===== src/rtl/imm_buffer_pkg.sv =====
// Shared types and sizing helpers for the immediate buffer: FSM encoding and
// derived widths of the immediate and of the serial position counter.
package imm_buffer_pkg;

    localparam int IMMB_REG_BITS = 8;
    localparam int IMMB_NSHIFT   = 2;

    typedef enum logic [1:0] {
        IMMB_IDLE    = 2'd0,
        IMMB_LOAD_HI = 2'd1,
        IMMB_FULL    = 2'd2
    } immb_state_e;

    function automatic int imm_bits(input int reg_bits);
        return 2 * reg_bits;
    endfunction

    // Counter must be at least one bit wide even if a single shift covers the word.
    function automatic int sc_width(input int reg_bits, input int nshift);
        int w;
        w = $clog2((2 * reg_bits) / nshift);
        return (w < 1) ? 1 : w;
    endfunction

    localparam int IMM_BITS = imm_bits(IMMB_REG_BITS);
    localparam int SC_W     = sc_width(IMMB_REG_BITS, IMMB_NSHIFT);

endpackage


===== src/rtl/imm_buffer_if.sv =====
// Bundles the scheduler, decoder and prefetch-queue signals seen by imm_buffer.
// The slave modport is the buffer itself; master is whoever drives it.
interface imm_buffer_if #(
    parameter int REG_BITS = 8,
    parameter int NSHIFT   = 2
) ();
    import imm_buffer_pkg::*;

    localparam int SCW = sc_width(REG_BITS, NSHIFT);

    logic                inst_done;
    logic                load_imm16;
    logic                imm16_loaded;
    logic                imm8_load;
    logic [REG_BITS-1:0] imm8_value;
    logic                imm8_sext;
    logic                q_byte_valid;
    logic [REG_BITS-1:0] q_byte;
    logic                q_byte_pop;
    logic                next_imm_data;
    logic [NSHIFT-1:0]   imm_data_out;
    logic [NSHIFT-1:0]   imm_wb_in;
    logic [SCW-1:0]      shift_count;

    modport slave (
        input  inst_done, load_imm16, imm8_load, imm8_value, imm8_sext,
               q_byte_valid, q_byte, next_imm_data, imm_wb_in,
        output imm16_loaded, q_byte_pop, imm_data_out, shift_count
    );

    modport master (
        output inst_done, load_imm16, imm8_load, imm8_value, imm8_sext,
               q_byte_valid, q_byte, next_imm_data, imm_wb_in,
        input  imm16_loaded, q_byte_pop, imm_data_out, shift_count
    );

endinterface


===== src/rtl/imm_buffer_shreg.sv =====
// Immediate storage with byte-wise parallel load and an NSHIFT-wide serial
// shift that pulls write-back bits into the top, plus the serial position count.
module imm_shift_reg
    import imm_buffer_pkg::*;
#(
    parameter  int REG_BITS = 8,
    parameter  int NSHIFT   = 2,
    localparam int IMM      = 2 * REG_BITS,
    localparam int SCW      = sc_width(REG_BITS, NSHIFT)
) (
    input  logic                clk,
    input  logic                reset_n,
    input  logic                load_lo_i,
    input  logic                load_hi_i,
    input  logic                load_all_i,
    input  logic [REG_BITS-1:0] byte_i,
    input  logic [IMM-1:0]      word_i,
    input  logic                shift_i,
    input  logic [NSHIFT-1:0]   wb_i,
    input  logic                clr_count_i,
    output logic [IMM-1:0]      imm_o,
    output logic [SCW-1:0]      count_o
);

    localparam logic [SCW-1:0] COUNT_LAST = SCW'(IMM / NSHIFT - 1);

    logic [IMM-1:0] imm_q, imm_d;
    logic [SCW-1:0] count_q, count_d;

    always_comb begin
        imm_d = imm_q;
        if (load_all_i) begin
            imm_d = word_i;
        end else if (load_lo_i) begin
            imm_d[REG_BITS-1:0] = byte_i;
        end else if (load_hi_i) begin
            imm_d[IMM-1:REG_BITS] = byte_i;
        end else if (shift_i) begin
            imm_d = {wb_i, imm_q[IMM-1:NSHIFT]};
        end
    end

    // Explicit wrap so non-power-of-two lane counts still cycle correctly.
    always_comb begin
        count_d = count_q;
        if (clr_count_i) begin
            count_d = '0;
        end else if (shift_i) begin
            count_d = (count_q == COUNT_LAST) ? '0 : count_q + 1'b1;
        end
    end

    always_ff @(posedge clk or negedge reset_n) begin
        if (!reset_n) begin
            imm_q   <= '0;
            count_q <= '0;
        end else begin
            imm_q   <= imm_d;
            count_q <= count_d;
        end
    end

    assign imm_o   = imm_q;
    assign count_o = count_q;

endmodule


===== src/rtl/imm_buffer.sv =====
// Immediate operand buffer: assembles a 16-bit immediate from the prefetch
// queue or an extended imm8, then streams it NSHIFT bits per cycle.
module imm_buffer
    import imm_buffer_pkg::*;
#(
    parameter int REG_BITS = 8,
    parameter int NSHIFT   = 2
) (
    input logic          clk,
    input logic          reset_n,
    imm_buffer_if.slave  bus
);

    localparam int IMM = 2 * REG_BITS;
    localparam int SCW = sc_width(REG_BITS, NSHIFT);

    immb_state_e    state_q, state_d;
    logic           loaded_q, loaded_d;
    logic           pop;
    logic           load_lo, load_hi, load_all, shift_en, clr_count;
    logic [IMM-1:0] imm8_word;
    logic [IMM-1:0] imm_cur;
    logic [SCW-1:0] count_cur;

    assign imm8_word = {{REG_BITS{bus.imm8_sext & bus.imm8_value[REG_BITS-1]}},
                        bus.imm8_value};

    always_comb begin
        state_d   = state_q;
        loaded_d  = 1'b0;
        pop       = 1'b0;
        load_lo   = 1'b0;
        load_hi   = 1'b0;
        load_all  = 1'b0;
        shift_en  = 1'b0;
        clr_count = 1'b0;
        if (bus.inst_done) begin
            state_d   = IMMB_IDLE;
            clr_count = 1'b1;
        end else begin
            case (state_q)
                IMMB_IDLE: begin
                    // A pending 16-bit request blocks imm8 even while the queue is empty.
                    if (bus.load_imm16) begin
                        if (bus.q_byte_valid) begin
                            pop     = 1'b1;
                            load_lo = 1'b1;
                            state_d = IMMB_LOAD_HI;
                        end
                    end else if (bus.imm8_load) begin
                        load_all = 1'b1;
                        state_d  = IMMB_FULL;
                    end
                end
                IMMB_LOAD_HI: begin
                    if (bus.q_byte_valid) begin
                        pop      = 1'b1;
                        load_hi  = 1'b1;
                        loaded_d = 1'b1;
                        state_d  = IMMB_FULL;
                    end
                end
                IMMB_FULL: begin
                    shift_en = bus.next_imm_data;
                end
                default: begin
                    state_d = IMMB_IDLE;
                end
            endcase
        end
    end

    always_ff @(posedge clk or negedge reset_n) begin
        if (!reset_n) begin
            state_q  <= IMMB_IDLE;
            loaded_q <= 1'b0;
        end else begin
            state_q  <= state_d;
            loaded_q <= loaded_d;
        end
    end

    imm_shift_reg #(
        .REG_BITS (REG_BITS),
        .NSHIFT   (NSHIFT)
    ) u_shreg (
        .clk         (clk),
        .reset_n     (reset_n),
        .load_lo_i   (load_lo),
        .load_hi_i   (load_hi),
        .load_all_i  (load_all),
        .byte_i      (bus.q_byte),
        .word_i      (imm8_word),
        .shift_i     (shift_en),
        .wb_i        (bus.imm_wb_in),
        .clr_count_i (clr_count),
        .imm_o       (imm_cur),
        .count_o     (count_cur)
    );

    // Pop is suppressed while reset is held so an aborted load never consumes a byte.
    assign bus.q_byte_pop   = pop & reset_n;
    assign bus.imm16_loaded = loaded_q;
    assign bus.imm_data_out = imm_cur[NSHIFT-1:0];
    assign bus.shift_count  = count_cur;

endmodule


===== src/flat_wrapper.sv =====
// flat-port wrapper written by rule: the top's interface ports become plain ports
module imm_buffer_flat import imm_buffer_pkg::*;
#(
    parameter int REG_BITS = 8,
    parameter int NSHIFT   = 2
)
  (clk, reset_n, bus_inst_done, bus_load_imm16, bus_imm8_load, bus_imm8_value, bus_imm8_sext, bus_q_byte_valid, bus_q_byte, bus_next_imm_data, bus_imm_wb_in, bus_imm16_loaded, bus_q_byte_pop, bus_imm_data_out, bus_shift_count);
  imm_buffer_if #(.REG_BITS(REG_BITS), .NSHIFT(NSHIFT)) bus_i ();
  input logic clk;
  input logic reset_n;
  input wire logic [$bits(bus_i.inst_done)-1:0] bus_inst_done;
  input wire logic [$bits(bus_i.load_imm16)-1:0] bus_load_imm16;
  input wire logic [$bits(bus_i.imm8_load)-1:0] bus_imm8_load;
  input wire logic [$bits(bus_i.imm8_value)-1:0] bus_imm8_value;
  input wire logic [$bits(bus_i.imm8_sext)-1:0] bus_imm8_sext;
  input wire logic [$bits(bus_i.q_byte_valid)-1:0] bus_q_byte_valid;
  input wire logic [$bits(bus_i.q_byte)-1:0] bus_q_byte;
  input wire logic [$bits(bus_i.next_imm_data)-1:0] bus_next_imm_data;
  input wire logic [$bits(bus_i.imm_wb_in)-1:0] bus_imm_wb_in;
  output wire logic [$bits(bus_i.imm16_loaded)-1:0] bus_imm16_loaded;
  output wire logic [$bits(bus_i.q_byte_pop)-1:0] bus_q_byte_pop;
  output wire logic [$bits(bus_i.imm_data_out)-1:0] bus_imm_data_out;
  output wire logic [$bits(bus_i.shift_count)-1:0] bus_shift_count;
  assign bus_i.inst_done = bus_inst_done;
  assign bus_i.load_imm16 = bus_load_imm16;
  assign bus_i.imm8_load = bus_imm8_load;
  assign bus_i.imm8_value = bus_imm8_value;
  assign bus_i.imm8_sext = bus_imm8_sext;
  assign bus_i.q_byte_valid = bus_q_byte_valid;
  assign bus_i.q_byte = bus_q_byte;
  assign bus_i.next_imm_data = bus_next_imm_data;
  assign bus_i.imm_wb_in = bus_imm_wb_in;
  assign bus_imm16_loaded = bus_i.imm16_loaded;
  assign bus_q_byte_pop = bus_i.q_byte_pop;
  assign bus_imm_data_out = bus_i.imm_data_out;
  assign bus_shift_count = bus_i.shift_count;
  imm_buffer #(.REG_BITS(REG_BITS), .NSHIFT(NSHIFT)) u_core (.clk(clk), .reset_n(reset_n), .bus(bus_i));
endmodule

===== config.mk =====
export PLATFORM = sky130hd
export DESIGN_NAME = imm_buffer_flat
export DESIGN_NICKNAME = d
export VERILOG_FILES = /design/src/rtl/imm_buffer_pkg.sv /design/src/rtl/imm_buffer_if.sv /design/src/rtl/imm_buffer_shreg.sv /design/src/rtl/imm_buffer.sv /design/src/flat_wrapper.sv
export SDC_FILE = /design/constraint.sdc
export NUM_CORES = 1
export LEC_CHECK = 0
export ABC_AREA = 1
export CAP_MARGIN = 25
export CORE_UTILIZATION = 52
export DETAILED_ROUTE_END_ITERATION = 10
export GPL_ROUTABILITY_DRIVEN = 0
export PLACE_DENSITY = 0.79
export SLEW_MARGIN = 20
export SYNTH_ARGS = -nofsm -noshare
export SYNTH_HDL_FRONTEND = slang
export SYNTH_SLANG_ARGS = --single-unit

===== constraint.sdc =====
create_clock -name clk -period 2.8 [get_ports clk]
set_input_delay 0.28 -clock clk [delete_from_list [all_inputs] [get_ports clk]]
set_output_delay 0.28 -clock clk [all_outputs]
set_load 0.005 [all_outputs]

* After elaboration in Yosys (flattened, before gate mapping)
Cells that the tools add are included.
** Storage, ports and cells
- Register bits after elaboration :: 22
- Bits of input ports :: 26
- Output and inout bits :: 7
- Logic and storage cells :: 54
** Operators by class
- Add/sub/neg operators :: 1
- Equality and inequality tests :: 9
- Mux-type cells :: 30
- Bitwise gates (word level) :: 2
- Reductions and logical operators :: 7
** Operators by type and width (number)
- $mux 16 :: 2
- $mux 8 :: 4
- $mux 1 :: 14
- $mux 2 :: 5
- $mux 3 :: 3
- $ne 4x4->1 const B :: 2
- $ne 3x3->1 const B :: 2
- $pmux 2 s3 :: 1
- $reduce_bool 3->1 :: 2
- $ne 2x2->1 const B :: 2
- $reduce_and 2->1 :: 2
- $reduce_and 4->1 :: 1
- $add 3x1->3 const B :: 1
- $eq 3x3->1 const B :: 1
- $and 1x1->1 :: 2
- $eq 2x1->1 const B :: 1
- $eq 2x2->1 const B :: 1
- $logic_not 2->1 :: 1
- $pmux 1 s2 :: 1
- $reduce_bool 2->1 :: 1

* Logic depth before layout (Yosys ltp)
Gate-level depths: netlist of the first run.
- Depth after elaboration :: 7
- Depth in mapped cells :: 8
- Mapped depth without buffers :: 8

* By module
Synthesis of the first run repeated with hierarchy kept, for this count alone.
** Unflattened totals
- Cell total of the unflattened synthesis :: 190
- Area total of the unflattened synthesis :: 1383.8 µm²
** By module, submodules not included
- imm_shift_reg :: instances 1, cells an instance 157, area an instance 1162.4 µm²
- imm_buffer :: instances 1, cells an instance 33, area an instance 221.5 µm²

* Least setup slack after synthesis of the first run
No wires, ideal clock.
- Path type :: register -> output
- Start point :: register u_core.state_q[1]
- End point :: output port bus_q_byte_pop
- Data arrival time :: 1.084 ns
- Slack :: 1.436 ns
- Stages on the path, launching flop included :: 5
- Buffers on the path :: 1
- Cells stage by stage :: dfrtp_1 -> nor2_4 -> buf_6 -> nand3_4 -> a21boi_0
** On the way
- Longest elaborated chain between the ends :: 4
- Elaborated cells between the ends (all ways) :: 5
** RTL lines
- start, declared :: RTL line imm_buffer.sv:17 : immb_state_e state_q, state_d;
- start signal, assigned :: RTL line imm_buffer.sv:78 : state_q <= state_d;
- $eq 2x1->1 / $logic_not 2->1 (equally long branches) :: RTL line imm_buffer.sv:41 : case (state_q)
- $pmux 1 s2 (*) :: RTL line imm_buffer.sv:41
- $mux 1 (*) :: RTL line imm_buffer.sv:37 : if (bus.inst_done) begin
- $and 1x1->1 (*) :: RTL line imm_buffer.sv:102 : assign bus.q_byte_pop = pop & reset_n;
- end, declared :: RTL line flat_wrapper.sv:21 : output wire logic [$bits(bus_i.q_byte_pop)-1:0] bus_q_byte_pop;
Every way passes the cells marked *; elsewhere a longest branch is shown, timed or not.

* Final worst setup path of the first run
- Start point :: input port bus_inst_done
- End point :: output port bus_q_byte_pop
** On the way
- Longest elaborated chain between the ends :: 2
** RTL lines
- start, declared :: RTL line flat_wrapper.sv:11 : input wire logic [$bits(bus_i.inst_done)-1:0] bus_inst_done;
- $mux 1 :: RTL line imm_buffer.sv:37
- $and 1x1->1 :: RTL line imm_buffer.sv:102
Every way passes these cells.

==> impl_metrics.env, run 1 <==
export IMPL_ctsResizeCount=0
export IMPL_cts_buffers=3
export IMPL_arrival_ns=2.12
export IMPL_timing_rr_end="u_core.u_shreg.imm_o[7]$_DFFE_PN0P_"
export IMPL_regArea_sq_um=551
export IMPL_grt_pass1_wl_mm=5.80
export IMPL_ys_top_cells_by_area="dfrtp_1 (36%), nand2_1 (18%), nand3_1 (8.6%), nand4_1 (6.6%), inv_1 (5.2%)"
export IMPL_h_tree_depth=1
export IMPL_rsz0062_at_grt="no"
export IMPL_fin_crit_sh=0.856
export IMPL_die_area_sq_mm=0.00313
export IMPL_drive_gt1_frac=0.0905
export IMPL_drc=0
export IMPL_seqPwrFrac=0.455
export IMPL_p_sw_frac=0.353
export IMPL_period_needed_ns=2.40
export IMPL_drv_slew=0
export IMPL_path_clk_slew_ns=0.13
export IMPL_max_freq_mhz=417
export IMPL_worstReg2RegStart="u_core.state_q[1]$_DFFE_PN0P_"
export IMPL_outcome="finished clean"
export IMPL_diodes=0
export IMPL_yosysSeqAreaShare=0.363
export IMPL_synthesis_nets=231
export IMPL_pwr_share_clk=0.165
export IMPL_finalSetupTns_ns=0
export IMPL_drt_pass1_iterations=4
export IMPL_cts_buffer_depth=2
export IMPL_clk_latency_ns=0.31
export IMPL_io_pin_count=33
export IMPL_setup_violations=0
export IMPL_p_sw_uw=384
export IMPL_critPathRequiredTime_ns=2.52
export IMPL_synth_largest_area_cell="dfrtp_1"
export IMPL_finalHoldWorstSlack_ns=0.385
export IMPL_fp_row_count=19
export IMPL_initial_core_util=0.549
export IMPL_grt_overflow=0
export IMPL_antenna_found_initial=0
export IMPL_total_power_uw=1090
export IMPL_relSlewSlack=0.749
export IMPL_grt_max_degree=34
export IMPL_cts_root_buf="clkbuf_4"
export IMPL_cap_violations=0
export IMPL_worst_slack_ns=0.402
export IMPL_peakVddDrop_uv=538
export IMPL_reg2regPathDepth=6
export IMPL_post_cts_buffers=0
export IMPL_vias=1419
export IMPL_track_usage=0.231
export IMPL_pre_cts_slack_ns=0.388
export IMPL_end_kind="output pin"
export IMPL_finalClockSkew_ns=0.00377
export IMPL_ys_types=25
export IMPL_io_buffer_count=32
export IMPL_core_area_sq_mm=0.00276
export IMPL_clock_sinks=22
export IMPL_crit_fanout=12
export IMPL_tightestPinTransition_ns=0.376
export IMPL_min_path_type="primary input to async pin"
export IMPL_powerDensity_mw_per_mm2=590
export IMPL_hold_viol=0
export IMPL_ys_seq_elements=22
export IMPL_cp_endpoint="bus_q_byte_pop"
export IMPL_synth_cells=203
export IMPL_avgSynthCellArea_sq_um=7.46
export IMPL_yosysWarnings=0
export IMPL_grt_pass1_vias=1408
export IMPL_cts_hold_buf=0
export IMPL_die_w_um=56.0
export IMPL_worst_setup_path_type="primary input to output pin"
export IMPL_cts_tree="done"
export IMPL_fillers=235
export IMPL_cp_startpoint="bus_inst_done"
export IMPL_multi_input_area_sq_um=790
export IMPL_via_per_inst=5.40
export IMPL_synth_area_sq_mm=0.00152
export IMPL_cp_start_kind="primary input"
export IMPL_drt_wl_total_mm=3.28
export IMPL_post_drt_wl_per_cell_um=12.5
export IMPL_chipHeight_um=56.0
export IMPL_synth_top_area_share=0.363
export IMPL_internal_power_uw=704
export IMPL_area_growth_pct=21.8
export IMPL_combPwrFrac=0.379
export IMPL_dp_hpwl_mm=2.45
export IMPL_fin_nets=261
export IMPL_power_leakage_uw=0.000957
export IMPL_reg2reg_slack_ns=1.01
export IMPL_drt_iter0_markers=43
export IMPL_antenna_left=0
[layout make-up]
class                      count  share of cell area
multi-input combinational    147               0.428
sequential                    22               0.298
timing repair buffer          34               0.182
clock buffer                   4              0.0197
inverter                      25              0.0515
tap                           31              0.0210
[stage by stage]
stage | utilization | std cells | instance area (sq um)
2_1_floorplan | - | 203 | 1520
6_report | 0.669 | 263 | 1850
3_3_place_gp | 0.656 | 259 | 1810
4_1_cts | 0.669 | 263 | 1850
3_5_place_dp | 0.656 | 259 | 1810
5_1_grt | 0.669 | 263 | 1850
[cells in the final DEF (no fill, tap or decap), types with 3 or more instances in the layout]
| master | instances |
|---|---|
| nand4_1 | 16 |
| inv_2 | 3 |
| inv_1 | 21 |
| nor2_4 | 3 |
| nand3_4 | 4 |
| clkdlybuf4s50_1 | 32 |
| nand2_1 | 72 |
| nor2_1 | 5 |
| or2_0 | 5 |
| clkbuf_4 | 3 |
| dfrtp_1 | 22 |
| nand3_1 | 26 |
[power groups by stage]
stage	sequential, uW	clock [uW]	combinational (uW)
after CTS	495	188	416
after detailed placement	501	0	413
final	495	180	413
after global placement	497	0	401
after floorplan	484	0	312
after global routing	507	197	473
[worst max-delay path, cell delays in order]
cell	delay, ns
clkdlybuf4s50_1	0.49
nor2_4	0.35
nand3_4	0.20
a21boi_0	0.25
clkdlybuf4s50_1	0.53
[routing by layer]
metal  share of wire  track usage  vias up
met2            0.46        0.376       33
met5               0            0        -
li1                -            -      722
met3           0.035       0.0302        9
met4           0.021        0.136        0
met1            0.48        0.292      655
[Yosys cell counts (all sizes together)]
master,number
clkinv,1
nand3b,1
nor2,9
o21ai,2
nand3,32
nand4,16
inv,24
a21oi,1
buf,9
nand2,72
or2,7
a21boi,1
o41ai,1
ha,2
dfrtp,22
nor3,1
o31ai,2
[worst min path at each step]
stage	to	slack, ns	cells past startpoint
2_1_floorplan	u_core.bus.imm16_loaded$_DFF_PN0_	-0.02	0
3_3_place_gp	u_core.u_shreg.imm_o[12]$_DFFE_PN0P_	0.46	2
3_5_place_dp	u_core.u_shreg.imm_o[15]$_DFFE_PN0P_	0.47	2
4_1_cts	u_core.u_shreg.imm_o[6]$_DFFE_PN0P_	0.39	2
5_1_grt	u_core.u_shreg.imm_o[5]$_DFFE_PN0P_	0.41	2
6_report	u_core.u_shreg.imm_o[5]$_DFFE_PN0P_	0.38	2
[sequential cells by signal (all words and copies together), names as in the netlist]
| name | cells |
|---|---|
| u_core.bus.imm16_loaded | 1 |
| u_core.u_shreg.count_o | 3 |
| u_core.u_shreg.imm_o | 16 |
| u_core.state_q | 2 |
[cells by family (layout without fill, tap and decap cells)]
family                     Yosys count  count (layout)  synth area share
and+or+nand+nor                    138             138             0.474
DFF                                 22              22             0.363
AOI/OAI and AO/OA                    7               7            0.0306
buffers and inverters               34              63             0.116
adders and majority gates            2               2            0.0165
(Power assumes the default switching activity.)
==> run 2, diff against run 1 <==
--- a/config.mk
+++ b/config.mk
@@ -10,8 +10,9 @@
 export CORE_UTILIZATION = 52
 export DETAILED_ROUTE_END_ITERATION = 10
 export GPL_ROUTABILITY_DRIVEN = 0
-export PLACE_DENSITY = 0.79
+export PLACE_DENSITY = 0.8
 export SLEW_MARGIN = 20
 export SYNTH_ARGS = -nofsm -noshare
 export SYNTH_HDL_FRONTEND = slang
+export SYNTH_HIERARCHICAL = 1
 export SYNTH_SLANG_ARGS = --single-unit
==> run 2 against run 1 <==
- critical path depth shrank 1
- utilization grew 3.2 points
- sequential power is essentially flat
- final cell count shrank 4.2%
- via count shrank 8.3%
- non-clock buffer count is the same
- area after synthesis shrank 8.7%
- global-route usage grew 2.5 points
- register-to-register slack lost 0.04 ns
- highest routed layer unchanged
- largest power group unchanged
==> impl_metrics.env, run 2 <==
export IMPL_worstReg2RegStart="u_core/state_q[1]$_DFFE_PN0P_"
export IMPL_cts_buffer_depth=2
export IMPL_synth_area_sq_mm=0.00138
export IMPL_outcome="finished clean"
export IMPL_path_buf_inv=2
export IMPL_synth_common_cells="nand2_1 (62), nand3_1 (44), dfrtp_1 (22), nor2_1 (11), or2_1 (10)"
export IMPL_ctsResizeCount=0
export IMPL_rsz0062_at_grt="no"
export IMPL_yosysWarnings=6
export IMPL_synth_ff_type="dfrtp_1"
export IMPL_die_area_sq_mm=0.00287
export IMPL_synthesis_nets=218
export IMPL_vias=1301
export IMPL_cts_root_buf="clkbuf_4"
export IMPL_drt_pass1_iterations=4
export IMPL_cp_startpoint="bus_inst_done"
export IMPL_synth_largest_area_cell="dfrtp_1"
export IMPL_ys_top_cells_by_area="dfrtp_1 (40%), nand2_1 (17%), nand3_1 (16%), or2_1 (4.5%), nor2_1 (3.0%)"
export IMPL_io_buffer_count=32
export IMPL_layout_cells_non_filler=252
export IMPL_clk_latency_ns=0.31
export IMPL_min_path_type="primary input to async pin"
export IMPL_ys_seq_elements=22
export IMPL_yosysSeqAreaShare=0.398
export IMPL_fillers=215
export IMPL_arrival_ns=1.71
export IMPL_h_tree_depth=1
export IMPL_synth_top_area_share=0.398
export IMPL_die_w_um=53.6
export IMPL_finalSetupTns_ns=0
export IMPL_initial_core_util=0.554
export IMPL_power_leakage_uw=0.000886
export IMPL_track_usage=0.255
export IMPL_fin_crit_sh=0.711
export IMPL_powerDensity_mw_per_mm2=592
export IMPL_post_cts_buffers=0
export IMPL_drive_gt1_frac=0.113
export IMPL_core_area_sq_mm=0.00250
export IMPL_crit_path_frequent_cell="clkdlybuf4s50_1"
export IMPL_fp_row_count=18
export IMPL_worst_setup_path_type="primary input to output pin"
export IMPL_cts_hold_buf=0
export IMPL_path_cells="clkdlybuf4s50_1, nor2_1, o2111a_1, clkdlybuf4s50_1"
export IMPL_clock_sinks=22
export IMPL_end_kind="output pin"
export IMPL_antenna_left=0
export IMPL_period_needed_ns=1.99
export IMPL_layout_commonest_cell="nand2_1"
export IMPL_ys_types=23
export IMPL_via_per_inst=5.16
export IMPL_synth_cells=190
export IMPL_relSlewSlack=0.611
export IMPL_setup_violations=0
export IMPL_placed_cells=248
export IMPL_synth_edf_count=0
export IMPL_peakVddDrop_uv=643
export IMPL_critPathMaxStageDelay_ns=0.54
export IMPL_grt_pass1_vias=1296
export IMPL_post_drt_wl_per_cell_um=12.6
export IMPL_chipHeight_um=53.6
export IMPL_yosysMostFrequentCell="nand2_1"
export IMPL_worst_slack_ns=0.810
export IMPL_area_growth_pct=26.7
export IMPL_synthArstFlopShare=1.00
export IMPL_drc=0
export IMPL_cts_tree="done"
export IMPL_largest_reg_flops=16
export IMPL_avgSynthCellArea_sq_um=7.28
export IMPL_cp_start_kind="primary input"
export IMPL_cts_buffers=3
export IMPL_cap_violations=0
export IMPL_hold_viol=0
export IMPL_tightestPinTransition_ns=0.583
export IMPL_antenna_found_initial=0
export IMPL_io_pin_count=33
export IMPL_drt_iter0_markers=29
export IMPL_diodes=0
export IMPL_grt_overflow=0
export IMPL_path_clk_slew_ns=0.11
export IMPL_final_cell_mix="nand2_1 (62), nand3_1 (44), clkdlybuf4s50_1 (32)"
export IMPL_critPathTopFamily="buffers and inverters"
export IMPL_grt_pass1_wl_mm=5.40
export IMPL_pre_cts_slack_ns=0.623
export IMPL_fin_nets=251
export IMPL_crit_slowest_cell="clkdlybuf4s50_1"
export IMPL_finalClockSkew_ns=0.00372
export IMPL_crit_fanout=8
export IMPL_grt_max_degree=42
export IMPL_dp_hpwl_mm=2.39
export IMPL_max_freq_mhz=502
export IMPL_drt_wl_total_mm=3.18
export IMPL_drv_slew=0
export IMPL_critPathRequiredTime_ns=2.52
[run 2: cell count changes after synthesis, moves of 5 or more]
| cell | change |
|---|---|
| nand3_1 | +18 |
| or2_2 | +6 |
| or2_1 | +8 |
| or2_0 | -5 |
| nor2_1 | +6 |
| nand2_1 | -10 |
| nand4_1 | -16 |
| inv_1 | -13 |
[run 2: worst paths after layout]
path / to / slack [ns] / cells past startpoint
min reg2reg: u_core/u_shreg/imm_o[6]$_DFFE_PN0P_ / 0.50 / 2
max in group asynchronous: u_core/u_shreg/imm_o[6]$_DFFE_PN0P_ / 2.20 / 2
max reg2reg: u_core/u_shreg/imm_o[15]$_DFFE_PN0P_ / 0.97 / 8
min in group clk: u_core/u_shreg/imm_o[6]$_DFFE_PN0P_ / 0.50 / 2
min: u_core/state_q[0]$_DFFE_PN0P_ / 0.37 / 2
max: bus_q_byte_pop / 0.81 / 4
[run 2: cell type report]
cell class	instances	area, sq um	share of cell area
well taps	30	37.5	0.0214
repair buffers	34	335	0.191
clock buffers	4	36.3	0.0207
flip-flops and latches	22	551	0.314
multi-input cells	148	738	0.421
inverters	14	55.1	0.0314
[run 2: worst register-to-register path, cell delays in order (launching register included)]
cell and delay [ns]:
dfrtp_1 0.47, nor2_2 0.21, nand3_1 0.13, inv_1 0.25
inv_2 0.14, o21ai_2 0.21, nand2_4 0.15, nand3_1 0.12
nand2_1 0.06
[run 2: where the power goes]
| part | switching, uW | internal (uW) | leakage, uW |
|---|---|---|---|
| Clock | 93.3 | 79.5 | 0.0000210 |
| Combinational | 186 | 181 | 0.000578 |
| Sequential | 70.4 | 427 | 0.000287 |
| Total | 350 | 688 | 0.000886 |
[run 2: kinds of logic after synthesis]
logic type,after synthesis,share of synthesized area
AND/OR/NAND/NOR,138,0.461
AO/OA/AOI/OAI,8,0.0497
flip-flops,22,0.398
buffers and inverters,20,0.0732
adder cells (fa/ha/maj),2,0.0181
[run 2: per-stage QoR]
stage                     hold slack [ns]   util  total power, uW  instance area [sq um]
after global placement              0.464  0.687              857                   1720
after detailed placement            0.473  0.687              871                   1720
after global routing                0.389  0.701             1120                   1750
after CTS                           0.363  0.701             1050                   1750
after floorplan                   -0.0156      -              727                   1380
final                               0.375  0.701             1040                   1750
[run 2: layer usage]
| metal | vias to the layer above | share of wire | global-route usage |
|---|---|---|---|
| met5 | - | 0 | 0 |
| met4 | 0 | 0.0079 | 0.0526 |
| met3 | 4 | 0.034 | 0.0621 |
| met2 | 26 | 0.51 | 0.446 |
| met1 | 592 | 0.45 | 0.317 |
| li1 | 679 | - | - |
